**config.mk**
```make
export PLATFORM = sky130hd
export DESIGN_NAME = robot_controller
export DESIGN_NICKNAME = d
export VERILOG_FILES = /design/src/rtl/robot_pkg.sv /design/src/rtl/tick_gen.sv /design/src/rtl/robot_controller.sv
export SDC_FILE = /design/constraint.sdc
export NUM_CORES = 1
export LEC_CHECK = 0
export ABC_AREA = 1
export CORE_MARGIN = 3
export CORE_UTILIZATION = 57
export DETAILED_ROUTE_END_ITERATION = 8
export PLACE_DENSITY = 0.81
export SKIP_LAST_GASP = 1
export SYNTH_ARGS = -nofsm -noshare
export SYNTH_HDL_FRONTEND = slang
export SYNTH_SLANG_ARGS = --single-unit
```
**constraint.sdc**
```tcl
create_clock -name clock_50 -period 2.9 [get_ports clock_50]
set_input_delay 0.58 -clock clock_50 [delete_from_list [all_inputs] [get_ports clock_50]]
set_output_delay 0.58 -clock clock_50 [all_outputs]
set_load 0.05 [all_outputs]
```
**src/rtl/robot_pkg.sv**
```systemverilog
// rtl/robot_pkg.sv - shared encodings for the wall-following robot controller
// Purpose: direction and cell-code encodings, default grid size, FSM states.
// Ports: none (package).
package robot_pkg;

  localparam int DEF_GRID_COLS = 20;
  localparam int DEF_GRID_ROWS = 15;

  localparam logic [1:0] DIR_N = 2'd0;
  localparam logic [1:0] DIR_E = 2'd1;
  localparam logic [1:0] DIR_S = 2'd2;
  localparam logic [1:0] DIR_W = 2'd3;

  localparam logic [1:0] CELL_FREE = 2'b00;
  localparam logic [1:0] CELL_WALL = 2'b01;
  localparam logic [1:0] CELL_DIRT = 2'b10;

  typedef enum logic [2:0] {
    ST_IDLE   = 3'd0,
    ST_REQ_L  = 3'd1,
    ST_EVAL_L = 3'd2,
    ST_REQ_F  = 3'd3,
    ST_EVAL_F = 3'd4,
    ST_ACT    = 3'd5
  } state_t;

endpackage

```
**src/rtl/tick_gen.sv**
```systemverilog
// rtl/tick_gen.sv - enable-gated wrap counter producing the action tick
// Purpose: counts 0..TICK_CYCLES-1 while enable=1 and wraps; holds while enable=0.
// Ports:
//   clk    in  clock
//   rst_n  in  asynchronous active-low reset
//   enable in  1 = count, 0 = hold
//   tick   out high in the last count cycle while enabled
module tick_gen #(
  parameter int TICK_CYCLES = 8
) (
  input  logic clk,
  input  logic rst_n,
  input  logic enable,
  output logic tick
);

  localparam int CW = (TICK_CYCLES > 1) ? $clog2(TICK_CYCLES) : 1;
  localparam logic [CW-1:0] LAST = CW'(TICK_CYCLES - 1);

  logic [CW-1:0] cnt;

  always_ff @(posedge clk or negedge rst_n) begin
    if (!rst_n) begin
      cnt <= '0;
    end else if (enable) begin
      cnt <= (cnt == LAST) ? '0 : cnt + CW'(1);
    end
  end

  assign tick = enable && (cnt == LAST);

endmodule

```
**src/rtl/robot_controller.sv**
```systemverilog
// rtl/robot_controller.sv - left-wall-following mover for the pipe-cleaning robot
// Purpose: once per tick probes the left cell, then (if blocked) the front cell,
//   through a 1-cycle-latency map port, and turns left+moves, moves, or turns right.
// Ports:
//   clock_50     in   system clock
//   reset_key    in   asynchronous active-low reset
//   enable       in   1 = tick counter runs
//   map_rd       out  one-cycle map read strobe
//   map_col/row  out  cell being read (held while map_rd=0)
//   map_data     in   cell code, valid the cycle after map_rd
//   robot_col/row/dir out  registered robot pose
//   clean_pulse  out  1-cycle pulse when a dirt cell is entered
//   step_count   out  saturating move counter
module robot_controller
  import robot_pkg::*;
#(
  parameter int         TICK_CYCLES = 12_500_000,
  parameter int         GRID_COLS   = DEF_GRID_COLS,
  parameter int         GRID_ROWS   = DEF_GRID_ROWS,
  parameter int         START_COL   = 1,
  parameter int         START_ROW   = 1,
  parameter logic [1:0] START_DIR   = 2'd1
) (
  input  logic        clock_50,
  input  logic        reset_key,
  input  logic        enable,
  output logic        map_rd,
  output logic [4:0]  map_col,
  output logic [3:0]  map_row,
  input  logic [1:0]  map_data,
  output logic [4:0]  robot_col,
  output logic [3:0]  robot_row,
  output logic [1:0]  robot_dir,
  output logic        clean_pulse,
  output logic [15:0] step_count
);

  state_t state, state_nxt;
  logic tick;

  tick_gen #(.TICK_CYCLES(TICK_CYCLES)) u_tick_gen (
    .clk    (clock_50),
    .rst_n  (reset_key),
    .enable (enable),
    .tick   (tick)
  );

  // Neighbour in the probe direction: left of heading while leaving IDLE,
  // straight ahead while leaving EVAL_L (the only two states that load a probe).
  logic [1:0] probe_dir;
  logic [4:0] nb_col;
  logic [3:0] nb_row;
  logic       nb_ok;

  always_comb begin
    probe_dir = (state == ST_IDLE) ? robot_dir - 2'd1 : robot_dir;
    nb_col    = robot_col;
    nb_row    = robot_row;
    nb_ok     = 1'b0;
    case (probe_dir)
      DIR_N: begin
        nb_ok  = (robot_row != 4'd0);
        nb_row = robot_row - 4'd1;
      end
      DIR_E: begin
        nb_ok  = (robot_col < 5'(GRID_COLS - 1));
        nb_col = robot_col + 5'd1;
      end
      DIR_S: begin
        nb_ok  = (robot_row < 4'(GRID_ROWS - 1));
        nb_row = robot_row + 4'd1;
      end
      default: begin
        nb_ok  = (robot_col != 5'd0);
        nb_col = robot_col - 5'd1;
      end
    endcase
  end

  // probe_ok remembers whether the cell being evaluated was inside the grid;
  // an out-of-grid probe is a wall regardless of what map_data carries.
  logic probe_ok;
  logic passable;
  assign passable = probe_ok && ((map_data == CELL_FREE) || (map_data == CELL_DIRT));

  logic load_probe, do_move, turn_left, turn_right;

  always_ff @(posedge clock_50 or negedge reset_key) begin
    if (!reset_key) state <= ST_IDLE;
    else            state <= state_nxt;
  end

  always_comb begin
    state_nxt  = state;
    load_probe = 1'b0;
    do_move    = 1'b0;
    turn_left  = 1'b0;
    turn_right = 1'b0;
    case (state)
      ST_IDLE: begin
        if (tick) begin
          state_nxt  = ST_REQ_L;
          load_probe = 1'b1;
        end
      end
      ST_REQ_L:  state_nxt = ST_EVAL_L;
      ST_EVAL_L: begin
        if (passable) begin
          do_move   = 1'b1;
          turn_left = 1'b1;
          state_nxt = ST_ACT;
        end else begin
          load_probe = 1'b1;
          state_nxt  = ST_REQ_F;
        end
      end
      ST_REQ_F:  state_nxt = ST_EVAL_F;
      ST_EVAL_F: begin
        if (passable) do_move    = 1'b1;
        else          turn_right = 1'b1;
        state_nxt = ST_ACT;
      end
      ST_ACT:    state_nxt = ST_IDLE;
      default:   state_nxt = ST_IDLE;
    endcase
  end

  // Pose registers load on the edge into ACT, so the new pose is visible
  // during ACT: 3 cycles after the tick for a left move, 5 otherwise.
  always_ff @(posedge clock_50 or negedge reset_key) begin
    if (!reset_key) begin
      map_rd      <= 1'b0;
      map_col     <= '0;
      map_row     <= '0;
      probe_ok    <= 1'b0;
      robot_col   <= 5'(START_COL);
      robot_row   <= 4'(START_ROW);
      robot_dir   <= START_DIR;
      clean_pulse <= 1'b0;
      step_count  <= '0;
    end else begin
      map_rd      <= load_probe && nb_ok;
      clean_pulse <= do_move && (map_data == CELL_DIRT);
      if (load_probe) begin
        probe_ok <= nb_ok;
        if (nb_ok) begin
          map_col <= nb_col;
          map_row <= nb_row;
        end
      end
      // map_col/map_row still hold the probed (in-grid) target when moving.
      if (do_move) begin
        robot_col <= map_col;
        robot_row <= map_row;
        if (step_count != 16'hFFFF) step_count <= step_count + 16'd1;
      end
      if (turn_left)       robot_dir <= robot_dir - 2'd1;
      else if (turn_right) robot_dir <= robot_dir + 2'd1;
    end
  end

endmodule

```
After elaboration in Yosys (flattened, before gate mapping):

Cells that the tools add are included.

* flip-flop bits (word level): 66
* bits in latches: 0
* bits in writable memories: 0
* ROM bits: 0
* logic and storage cells: 63
* memories kept: 0

* $add $sub $neg: 8
* multipliers: 0
* div/mod/pow operators: 0
* order comparisons: 2
* equality and inequality tests: 10
* shift-type cells: 0
* multiplexer cells: 17
* bitwise operators: 0
* reduce and logical (&&, ||, !) cells: 15

Operator list (number)
* $add 24x1->24 const B: 1
* $eq 24x24->1 const B: 1
* $mux 24: 1
* $add 16x1->16 const B: 1
* $ne 16x16->1 const B: 1
* $pmux 3 s5: 1
* $pmux 5 s2: 1
* $pmux 4 s2: 1
* $eq 3x2->1 const B: 2
* $mux 1: 6
* $mux 2: 3
* $mux 3: 2
* $add 5x1->5 const B: 1
* $lt 5x5->1 const B: 1
* $reduce_bool 5->1: 1
* $sub 5x1->5 const B: 1
* $add 4x1->4 const B: 1
* $eq 2x2->1 const B: 2
* $logic_and 1x1->1: 4
* $logic_not 2->1: 2
* $lt 4x4->1 const B: 1
* $reduce_and 2->1: 2
* $reduce_bool 4->1: 1
* $reduce_or 2->1: 2
* 12 further kinds: 12

Logic depth before layout (Yosys ltp):

* word-level depth: 7
* gate-level depth with buffers: 18
* mapped depth without buffers: 18

Modules after synthesis:

Synthesis repeated with hierarchy kept, for this count alone.

* cell total of the unflattened synthesis: 526
* area total of the unflattened synthesis: 4041.4 µm²

Modules (own cells, without submodules)
* robot_controller: times used 1, cells an instance 295, area each 2454.9 µm², sequential area each 1054.8 µm²
* tick_gen: times used 1, cells an instance 231, area each 1586.5 µm², sequential area each 600.6 µm²

Worst setup path after synthesis:

OpenSTA, ideal clock, no wires.

* path type: reg-to-reg
* from: register robot_dir[0]
* to: register map_row[3]
* setup time: 0.118 ns
* arrival: 2.267 ns
* setup slack: 0.515 ns
* cell stages (with the launch flop): 14
* path buffers: 1
* clock period less this slack: 2.385 ns
* cell sequence: dfstp_2 inv_2 nand3_1 nand2_2 buf_4 inv_2 nand2_1 ha_1 a21oi_1 nand3_1 nand3_1 nand2_1 nand4_1 nand2_1

* cells in the longest elaborated chain, start to end: 5
* elaborated cells on any way between the ends: 8
* classes of those cells: 1 x add/sub; 2 x eq/ne; 3 x mux; 2 x reduce/logical

Ends and longest elaborated chain
* start: declaration: RTL line robot_controller.sv:33 `output logic [1:0] robot_dir,`
* start signal: assignment: RTL line robot_controller.sv:157 `if (turn_left) robot_dir <= robot_dir - 2'd1;`
* start signal: assignment: RTL line robot_controller.sv:158 `else if (turn_right) robot_dir <= robot_dir + 2'd1;`
* $sub 2x1->2: RTL line robot_controller.sv:56 `probe_dir = (state == ST_IDLE) ? robot_dir - 2'd1 : robot_dir;`
* $mux 2 (*): RTL line robot_controller.sv:56
* $eq 2x2->1, or another cell as far along: RTL line robot_controller.sv:60 `case (probe_dir)`
* $pmux 1 s3: RTL line robot_controller.sv:60
* $reduce_and 2->1 (no source line)
* end signal: assignment: RTL line robot_controller.sv:148 `map_row <= nb_row;`
* end: declaration: RTL line robot_controller.sv:29 `output logic [3:0] map_row,`

Mark *: on every way between the ends. The rest lies on a longest branch, timed or not.
A chain may end at the register's enable or synchronous reset.

Worst setup path in the final report:

* from: register robot_dir[0]
* to: register map_col[4]

* cells in the longest elaborated chain, start to end: 5
* elaborated cells on any way between the ends: 9
* classes of those cells: 1 x add/sub; 2 x eq/ne; 3 x mux; 3 x reduce/logical

Ends and longest elaborated chain
* $sub 2x1->2: RTL line robot_controller.sv:56
* $mux 2 (*): RTL line robot_controller.sv:56
* $eq 2x2->1, or another cell as far along: RTL line robot_controller.sv:60
* $pmux 1 s3 or $reduce_or 2->1 (tied branches)
* $reduce_and 2->1 (no source line) or $pmux 5 s2 (tied branches)
* end signal: assignment: RTL line robot_controller.sv:147 `map_col <= nb_col;`
* end: declaration: RTL line robot_controller.sv:28 `output logic [4:0] map_col,`

Marks and branches as above.

==> flow_summary.json <==
{
  "grt_usage_pct": 24.3,
  "first_pass_iters": 5,
  "period_minus_slack_ns": 2.42,
  "grt_pass1_vias": 3303,
  "finalCritPeriodShare_pct": 83.4,
  "syn_inst": 491,
  "crit_arrival_ns": 2.65,
  "synth_area_um2": 3840,
  "finalClockSkew_ns": 0.00868,
  "drtIter0Drc": 234,
  "critPathCaptureType": "register",
  "nNetsFinal": 554,
  "leakagePower_uw": 0.00225,
  "viasPerCell": 5.46,
  "start_util_pct": 59.8,
  "place_congestion": 0.915,
  "vias": 3397,
  "layout-drive-gt1-share_pct": 13.2,
  "finalSetupViolCount": 0,
  "cp.required_ns": 3.14,
  "seq_area_frac_synth_pct": 43.1,
  "hpwl_um": 6200,
  "grt_remaining_overflow": 0,
  "core_um2": 6420,
  "synth.largest_area_cell": "dfrtp_1",
  "dieArea_um2": 7760,
  "cts_setup_buffers": 0,
  "numCtsBuffers": 9,
  "drv_cap": 0,
  "ctsHtreeMaxLevel": 3,
  "cts_tree": "done",
  "cts_resized": 0,
  "die_y_um": 88.1,
  "tightest_slew_ns": 0.827,
  "cp_max_fo": 13,
  "drc_errors": 0,
  "setup_tns_ns": 0,
  "power.density_nw_per_um2": 517,
  "maxSlewViolCount": 0,
  "hold_buffers": 0,
  "slew_headroom_pct": 44.9,
  "worst_setup_path_start_kind": "register",
  "yosysWarnings": 0,
  "row_count": 29,
  "pin_count": 43,
  "setup_ws_ns": 0.481,
  "n_antenna_cell": 0,
  "finalNonFillerCells": 622,
  "rsz0062_at_grt": "no",
  "fmax_mhz": 413,
  "grt_pass1_wl_um": 14800,
  "cts_root_buf": "clkbuf_8",
  "antenna_left": 0,
  "pre_cts_slack_ns": 0.529,
  "clock-sinks": 66,
  "hold_class": "in2async",
  "critPathKind": "reg2reg",
  "outcome": "completed",
  "timing_hold_violations_final": 0,
  "synth.top_cells.by_area": "dfrtp_1 41%, nand2_1 12%, nand3_1 5.9%, inv_1 5.1%, nor2_1 4.6%",
  "cts_buffer_depth": 2,
  "grt_max_degree": 67,
  "synth.avg_cell_area_um2": 7.82,
  "ys_types": 42,
  "finalWirelength_um": 8440,
  "clock_latency_ns": 0.35,
  "holdWs_ns": 0.408,
  "dieWidth_um": 88.1,
  "clk_pin_slew_ns": 0.07,
  "synth_nets": 505,
  "ys_seq_elements": 66,
  "placed_cells": 606,
  "area_growth_pct": 19.6,
  "antenna_found_initial": 0,
  "wire_per_inst_um": 13.6,
  "ir_drop_v": 0.000325,
  "synth.top_cell.area_share_pct": 41.1,
  "io_buffers": 42
}
[synthesized netlist by cell type (all sizes together)]
cell type	n
o21bai	1
a21boi	1
mux2	1
dfrtp	63
nand3b	3
nand4	14
nand2	144
fa	2
a22oi	1
nor4	1
or2	1
clkbuf	1
and3	1
o21a	2
buf	5
inv	63
dfstp	3
o211ai	1
o31ai	1
nor3	12
nor2	56
o221ai	1
xor2	15
xnor2	7
nand3	47
ha	7
a21oi	7
o21ai	29
a31oi	1
[state kept, by name (all words and copies together) (netlist names)]
signal / count
clean_pulse: 1
map_col: 5
map_rd: 1
map_row: 4
probe_ok: 1
robot_col: 5
robot_dir: 2
robot_row: 4
state: 3
step_count: 16
u_tick_gen.cnt: 24
[cell type report]
class / instances / area (µm²)
flip-flops and latches: 66 / 1660
clock buffers: 9 / 124
fillers: 476 / 1830
inverters: 63 / 241
clock inverters: 7 / 141
multi-input cells: 356 / 1900
well taps: 77 / 96.3
repair buffers: 44 / 430
[through the flow]
stage / total power, µW / instance area, µm² / util [%]
after CTS: 2380 / 4590 / 71.5
after detailed placement: 1370 / 4330 / 67.4
after global routing: 2490 / 4590 / 71.5
after floorplan: 1280 / 3840 / -
after global placement: 1350 / 4330 / 67.4
final: 2380 / 4590 / 71.5
[metal layers]
metal | GRT usage (%) | share of wire (%) | up-vias
met4 | 8.93 | 2.0 | 0
met5 | 0 | 0 | -
li1 | - | - | 1680
met3 | 5.17 | 4.8 | 19
met2 | 38.8 | 47 | 106
met1 | 32.6 | 47 | 1592
[kinds of logic (layout without fill, tap and decap cells)]
logic type               Yosys count  in the layout  synth area share (%)
AO/OA/AOI/OAI                     45             45                  6.45
flip-flops                        66             66                  43.1
buffers and inverters             69            123                  7.33
XOR/XNOR                          22             22                  5.02
multiplexers                       1              1                 0.293
adder cells (fa/ha/maj)            9              9                  3.32
AND/OR/NAND/NOR                  279            279                  34.5
[power by group]
| part | total [µW] | leakage [µW] | switching (µW) | internal [µW] |
|---|---|---|---|---|
| clock | 1020 | 0.000129 | 365 | 658 |
| combinational | 282 | 0.00131 | 191 | 90.8 |
| sequential | 1070 | 0.000814 | 75.5 | 996 |
| total | 2380 | 0.00225 | 632 | 1740 |
[cell usage in the layout (no fill, tap or decap), drive strengths merged]
cell / synthesis / routed
nand4: 14 / 14
clkbuf: 1 / 9
dfstp: 3 / 3
ha: 7 / 7
bufinv: 0 / 4
xor2: 15 / 15
a22oi: 1 / 1
clkinvlp: 0 / 1
o31ai: 1 / 1
nand2: 144 / 144
dfrtp: 63 / 63
xnor2: 7 / 7
o21a: 2 / 2
clkinv: 0 / 2
a21oi: 7 / 7
or2: 1 / 1
nor2: 56 / 56
mux2: 1 / 1
a31oi: 1 / 1
a21boi: 1 / 1
clkdlybuf4s50: 0 / 41
o221ai: 1 / 1
buf: 5 / 3
o21ai: 29 / 29
o21bai: 1 / 1
fa: 2 / 2
nor4: 1 / 1
inv: 63 / 63
and3: 1 / 1
nand3: 47 / 47
nor3: 12 / 12
nand3b: 3 / 3
o211ai: 1 / 1
[final timing paths]
check                                                start                        endpoint  slack, ns  cells after the start
worst min-delay path                             reset_key  u_tick_gen.cnt[19]$_DFFE_PN0P_       0.41                      2
min in group clock_50           step_count[15]$_DFFE_PN0P_      step_count[15]$_DFFE_PN0P_       0.51                      2
worst min register to register  step_count[15]$_DFFE_PN0P_      step_count[15]$_DFFE_PN0P_       0.51                      2
max in group asynchronous                        reset_key   u_tick_gen.cnt[2]$_DFFE_PN0P_       1.94                      2
worst max-delay path              robot_dir[0]$_DFFE_PN1P_          map_col[4]$_DFFE_PN0P_       0.48                     16
worst max register to register    robot_dir[0]$_DFFE_PN1P_          map_col[4]$_DFFE_PN0P_       0.48                     16
[critical path, stage by stage, from the launching register on]
cell	delay, ns
dfstp_2	0.60
inv_2	0.07
nand3_1	0.14
nand2_2	0.20
nand2_1	0.22
inv_1	0.07
fa_1	0.35
inv_1	0.08
nand2_1	0.07
nand2_1	0.06
a21oi_1	0.07
inv_1	0.06
nand2_1	0.06
nand2_1	0.07
nand2_1	0.05
nand4_1	0.08
nand2_1	0.06
No activity file was read; power rests on OpenSTA's default activity.
==> edit 1, RTL diff (same flow settings) <==
The output `clean_pulse` loses its register stage (`clean_pulse` becomes a continuous assignment). Comments in the files are not updated.
--- a/src/rtl/robot_controller.sv
+++ b/src/rtl/robot_controller.sv
@@ -137,9 +137,7 @@
       robot_row   <= 4'(START_ROW);
       robot_dir   <= START_DIR;
-      clean_pulse <= 1'b0;
       step_count  <= '0;
     end else begin
       map_rd      <= load_probe && nb_ok;
-      clean_pulse <= do_move && (map_data == CELL_DIRT);
       if (load_probe) begin
         probe_ok <= nb_ok;
@@ -160,4 +158,6 @@
   end
 
+  assign clean_pulse = do_move && (map_data == CELL_DIRT);
+
 endmodule
 
Formal check against the unedited RTL: no difference found for any inputs over 10 cycles, from zero or initial values and one cycle with reset_key low; that may be too few to reach the edited logic, so the function may still have changed.
==> edit 1 against the original RTL <==
Sequential cell count down 1. Wire length rose by 7.3%. Worst setup slack worse by 120 ps. Non-clock buffer count grew 1. Power rose by 6.0%. Cell area fell by 1.7%. Final cell count down 0.32%. Maximum frequency shrank 4.8%. Critical path depth decreased by 3. First-iteration DRC count increased by 9.8%. Synthesized area is 2.4% lower. Critical endpoint is now map_row[3].
==> edit 1: results (changes against the original RTL) <==
[status]
outcome=finished, final reports clean  ; unchanged

[finish]
top_regs=u_tick_gen.cnt (24), step_count (16)  ; unchanged
drive_above_1_share=0.0899  ; was 0.132
fillers=474  ; was 476
finalNetCount=554  ; unchanged

[global_routing]
grt_usage=0.258  ; was 0.243
grt_max_degree=41  ; was 67
use_met3=0.0530  ; was 0.0517
grt_pass1_vias=3301  ; was 3303
met2_usage=0.379  ; was 0.388
grt_first_pass_wirelength_mm=15.3  ; was 14.8 mm
grt_use_met1=0.364  ; was 0.326

[logic_synthesis]
synth_mux_area_frac=0.00301  ; was 0.00293
syn_nets=507  ; was 505
ys_top_cells_by_area=dfrtp_1 (41%), nand2_1 (14%), inv_1 (5.8%)  ; was dfrtp_1 (41%), nand2_1 (12%), nand3_1 (5.9%)
synth_cell_types=38  ; was 42
ys.flop_type=dfrtp_1  ; unchanged
synth_common_cells=nand2_1 (135), dfrtp_1 (62), inv_1 (58)  ; was nand2_1 (121), dfrtp_1 (63), inv_1 (52)
synthAdderAreaFrac=0.0341  ; was 0.0332
synth-compound-area-share=0.0681  ; was 0.0645
synth-xor-area-share=0.0538  ; was 0.0502
ys_seq_area_frac=0.435  ; was 0.431

[placement]
pre_cts_ws_ps=391  ; was 529 ps
routabilityCongestion=0.941  ; was 0.915

[sta]
fin_skew_ps=5.02  ; was 8.68 ps
max_freq_mhz=394  ; was 413 MHz
worstMarginPinSlew_ps=621  ; was 827 ps

[setup_path]
endpoint=map_row[3]  ; was map_col[4]
crit_fanout=12  ; was 13
cpPeakStageDelay_ps=580  ; was 600 ps
arrival_ps=2830  ; was 2650 ps
rr_worst_depth=13  ; was 16
r2r_setup_slack_ps=360  ; was 480 ps

[route]
vias=3424  ; was 3397
post_drt_wl_per_cell_um=14.6  ; was 13.6 um
wl_met1_mm=4.14  ; was 3.92 mm
dr_wl_met2_mm=4.10  ; was 3.94 mm
drt-initial-drc-count=257  ; was 234
wl_met3_um=603  ; was 403 um

[worst_hold_path]
hold_class=input pin to asynchronous set/reset pin  ; unchanged

[pwr]
vdd_drop_max_uv=401  ; was 325 uV
leakagePower_nw=2.24  ; was 2.25 nW

[clock_tree]
cts_resized=0  ; unchanged

edit 1: report_power, final:
| group | total (mW) | switching (mW) | leakage (nW) | internal (mW) |
|---|---|---|---|---|
| sequential | 1.07 | 0.0861 | 0.819 | 0.982 |
| combinational | 0.416 | 0.288 | 1.30 | 0.128 |
| clock | 1.03 | 0.377 | 0.122 | 0.657 |
| total | 2.52 | 0.751 | 2.24 | 1.77 |
edit 1: through the flow:
step / area, um2 / total power [mW] / cells / hold slack (ps)
global placement: 4250 / 1.47 / 604 / 488
finish: 4520 / 2.52 / 620 / 236
detailed placement: 4250 / 1.49 / 604 / 481
CTS: 4520 / 2.52 / 620 / 252
floorplan: 3750 / 1.36 / 493 / 284
global route: 4520 / 2.63 / 620 / 283
edit 1: cell type report:
cell class	count	share of cell area
Multi-Input combinational cell	355	0.404
Sequential cell	65	0.361
Timing Repair Buffer	45	0.102
Inverter	64	0.0535
Clock inverter	7	0.0316
Clock buffer	9	0.0274
Tap cell	75	0.0208
==> edit 2, RTL diff (same settings) <==
Without the edit above. Change the parameter `TICK_CYCLES` from 12_500_000 to 25_000_000.
--- a/src/rtl/robot_controller.sv
+++ b/src/rtl/robot_controller.sv
@@ -15,5 +15,5 @@
   import robot_pkg::*;
 #(
-  parameter int         TICK_CYCLES = 12_500_000,
+  parameter int         TICK_CYCLES = 25_000_000,
   parameter int         GRID_COLS   = DEF_GRID_COLS,
   parameter int         GRID_ROWS   = DEF_GRID_ROWS,
Function: no difference found for any inputs over 10 cycles, from zero or initial values and one cycle with reset_key low; that may be too few to reach the edited logic, so the function may still have changed.
==> edit 2 against the original RTL <==
Synthesized area fell by 2.2%. Clock power fell by 23%. Wire length is 1.9% higher. Critical path depth shrank 3. Sequential cell count rose by 1. Combinational power rose by 26%. Worst setup slack lost 49 ps. Maximum frequency shrank 2.0%. Cell area is 2.8% lower. Power down 5.9%. Critical path type unchanged. Critical endpoint is now map_row[3]. Largest cell class unchanged.
==> edit 2: results (changes against the original RTL) <==
[sta]
worstMarginPinSlew_ps=588  ; was 827 ps
fin_skew_ps=8.41  ; was 8.68 ps
finalSetupTns_ps=0  ; unchanged

[global_routing]
grt_first_pass_wirelength_mm=15.0  ; was 14.8 mm
grt_usage=0.249  ; was 0.243
grt_max_degree=27  ; was 67
antenna_found_initial=0  ; unchanged
grt_pass1_vias=3272  ; was 3303

[setup_path]
arrival_ps=2690  ; was 2650 ps
crit_fanout=7  ; was 13
critPathTopFamily=simple AND/OR/NAND/NOR gates  ; unchanged
crit_slowest_cell=dfrtp_1  ; was dfstp_2
cpPeakStageDelay_ps=410  ; was 600 ps

[finish]
finalNetCount=547  ; was 554
drive_above_1_share=0.0762  ; was 0.132
diodes=0  ; unchanged
top_regs=u_tick_gen.cnt (25), step_count (16)  ; was u_tick_gen.cnt (24), step_count (16)

[clock_tree]
insertion_delay_ps=330  ; was 350 ps
cts_resized=0  ; unchanged
post_cts_buffers=0  ; unchanged
clkTransAtPathRegs_ps=70  ; about the same
cts_root_buf=clkbuf_8  ; unchanged
clockBufferDepth=2  ; unchanged
h-tree-depth=3  ; unchanged
cts_buffers=9  ; unchanged

[logic_synthesis]
ys_top_cells_by_area=dfrtp_1 (43%), nand2_1 (12%), inv_1 (6.8%)  ; was dfrtp_1 (41%), nand2_1 (12%), nand3_1 (5.9%)
ys_async_sr_fraction=1.00  ; unchanged
ys_seq_area_frac=0.447  ; was 0.431
synth_common_cells=nand2_1 (124), inv_1 (68), dfrtp_1 (64)  ; was nand2_1 (121), dfrtp_1 (63), inv_1 (52)
syn_nets=494  ; was 505
synth_warnings=0  ; unchanged
synth_cell_types=35  ; was 42

[route]
post_drt_wl_per_cell_um=14.0  ; was 13.6 um
dr.pass1.iters=5  ; unchanged
drt-initial-drc-count=191  ; was 234
avgViaCountPerCell=5.41  ; was 5.46

[worst_hold_path]
hold_class=input pin to asynchronous set/reset pin  ; unchanged

[pwr]
vdd_drop_max_uv=421  ; was 325 uV
seqPwrFrac=0.489  ; was 0.451
switchingPower_mw=0.651  ; was 0.632 mW
leakagePower_nw=2.21  ; was 2.25 nW

[placement]
routabilityCongestion=0.920  ; was 0.915
portBuffers=42  ; unchanged
hpwl_mm=6.43  ; was 6.20 mm

[status]
outcome=finished, final reports clean  ; unchanged

[edit 2: changes by cell type in the layout (fill, tap and decap cells not counted), sizes merged, moves of 5 or more]
cell / change
inv: +9
nor2: -11
clkbuf: +5
a21oi: +8
nand2: -18
xor2: +7
nand4: -5
[edit 2: power groups by stage]
stage	clock [mW]	sequential (mW)	combinational, mW
after floorplan	0	1.11	0.240
after global placement	0	1.11	0.342
after detailed placement	0	1.11	0.349
after CTS	0.796	1.09	0.352
after global routing	0.841	1.11	0.413
final	0.788	1.09	0.354
[edit 2: final timing paths]
check                              startpoint                 end  slack, ps  cells after the start
max in group asynchronous           reset_key        robot_col[0]       1880                      2
min                                 reset_key  u_tick_gen.cnt[16]        250                      1
max                                  state[2]          map_row[3]        430                     13
min reg2reg                u_tick_gen.cnt[20]  u_tick_gen.cnt[20]        500                      1
min in group clock_50      u_tick_gen.cnt[20]  u_tick_gen.cnt[20]        500                      1
max reg2reg                          state[2]          map_row[3]        430                     13
[edit 2: layout make-up]
cell class              count  area (um2)
fillers                   471        1670
well taps                  75        93.8
repair buffers             47         453
clock buffers              14         163
flip-flops and latches     67        1680
clock inverters             2        35.0
multi-input cells         336        1770
inverters                  72         270
[edit 2: cell families after synthesis]
kind of cell,synth area share
simple gates,0.298
fa+ha+maj,0.0340
compound gates,0.0710
xor+xnor,0.0653
buf+inv,0.0813
mux,0.00300
flops,0.447
[edit 2: stage by stage]
step	setup slack (ps)	cells	instance area, um2	hold slack [ps]	util
2_1_floorplan	469	480	3760	284	-
4_1_cts	481	613	4470	263	0.728
3_3_place_gp	642	597	4270	479	0.696
5_1_grt	208	613	4470	282	0.728
6_report	432	613	4470	246	0.728
3_5_place_dp	484	597	4270	484	0.696
[edit 2: per-layer routing]
layer,GRT usage,vias up,wire [um]
met5,0,-,0
li1,-,1636,-
met4,0.0823,0,108
met2,0.373,119,3920
met1,0.355,1545,4010
met3,0.0634,14,562
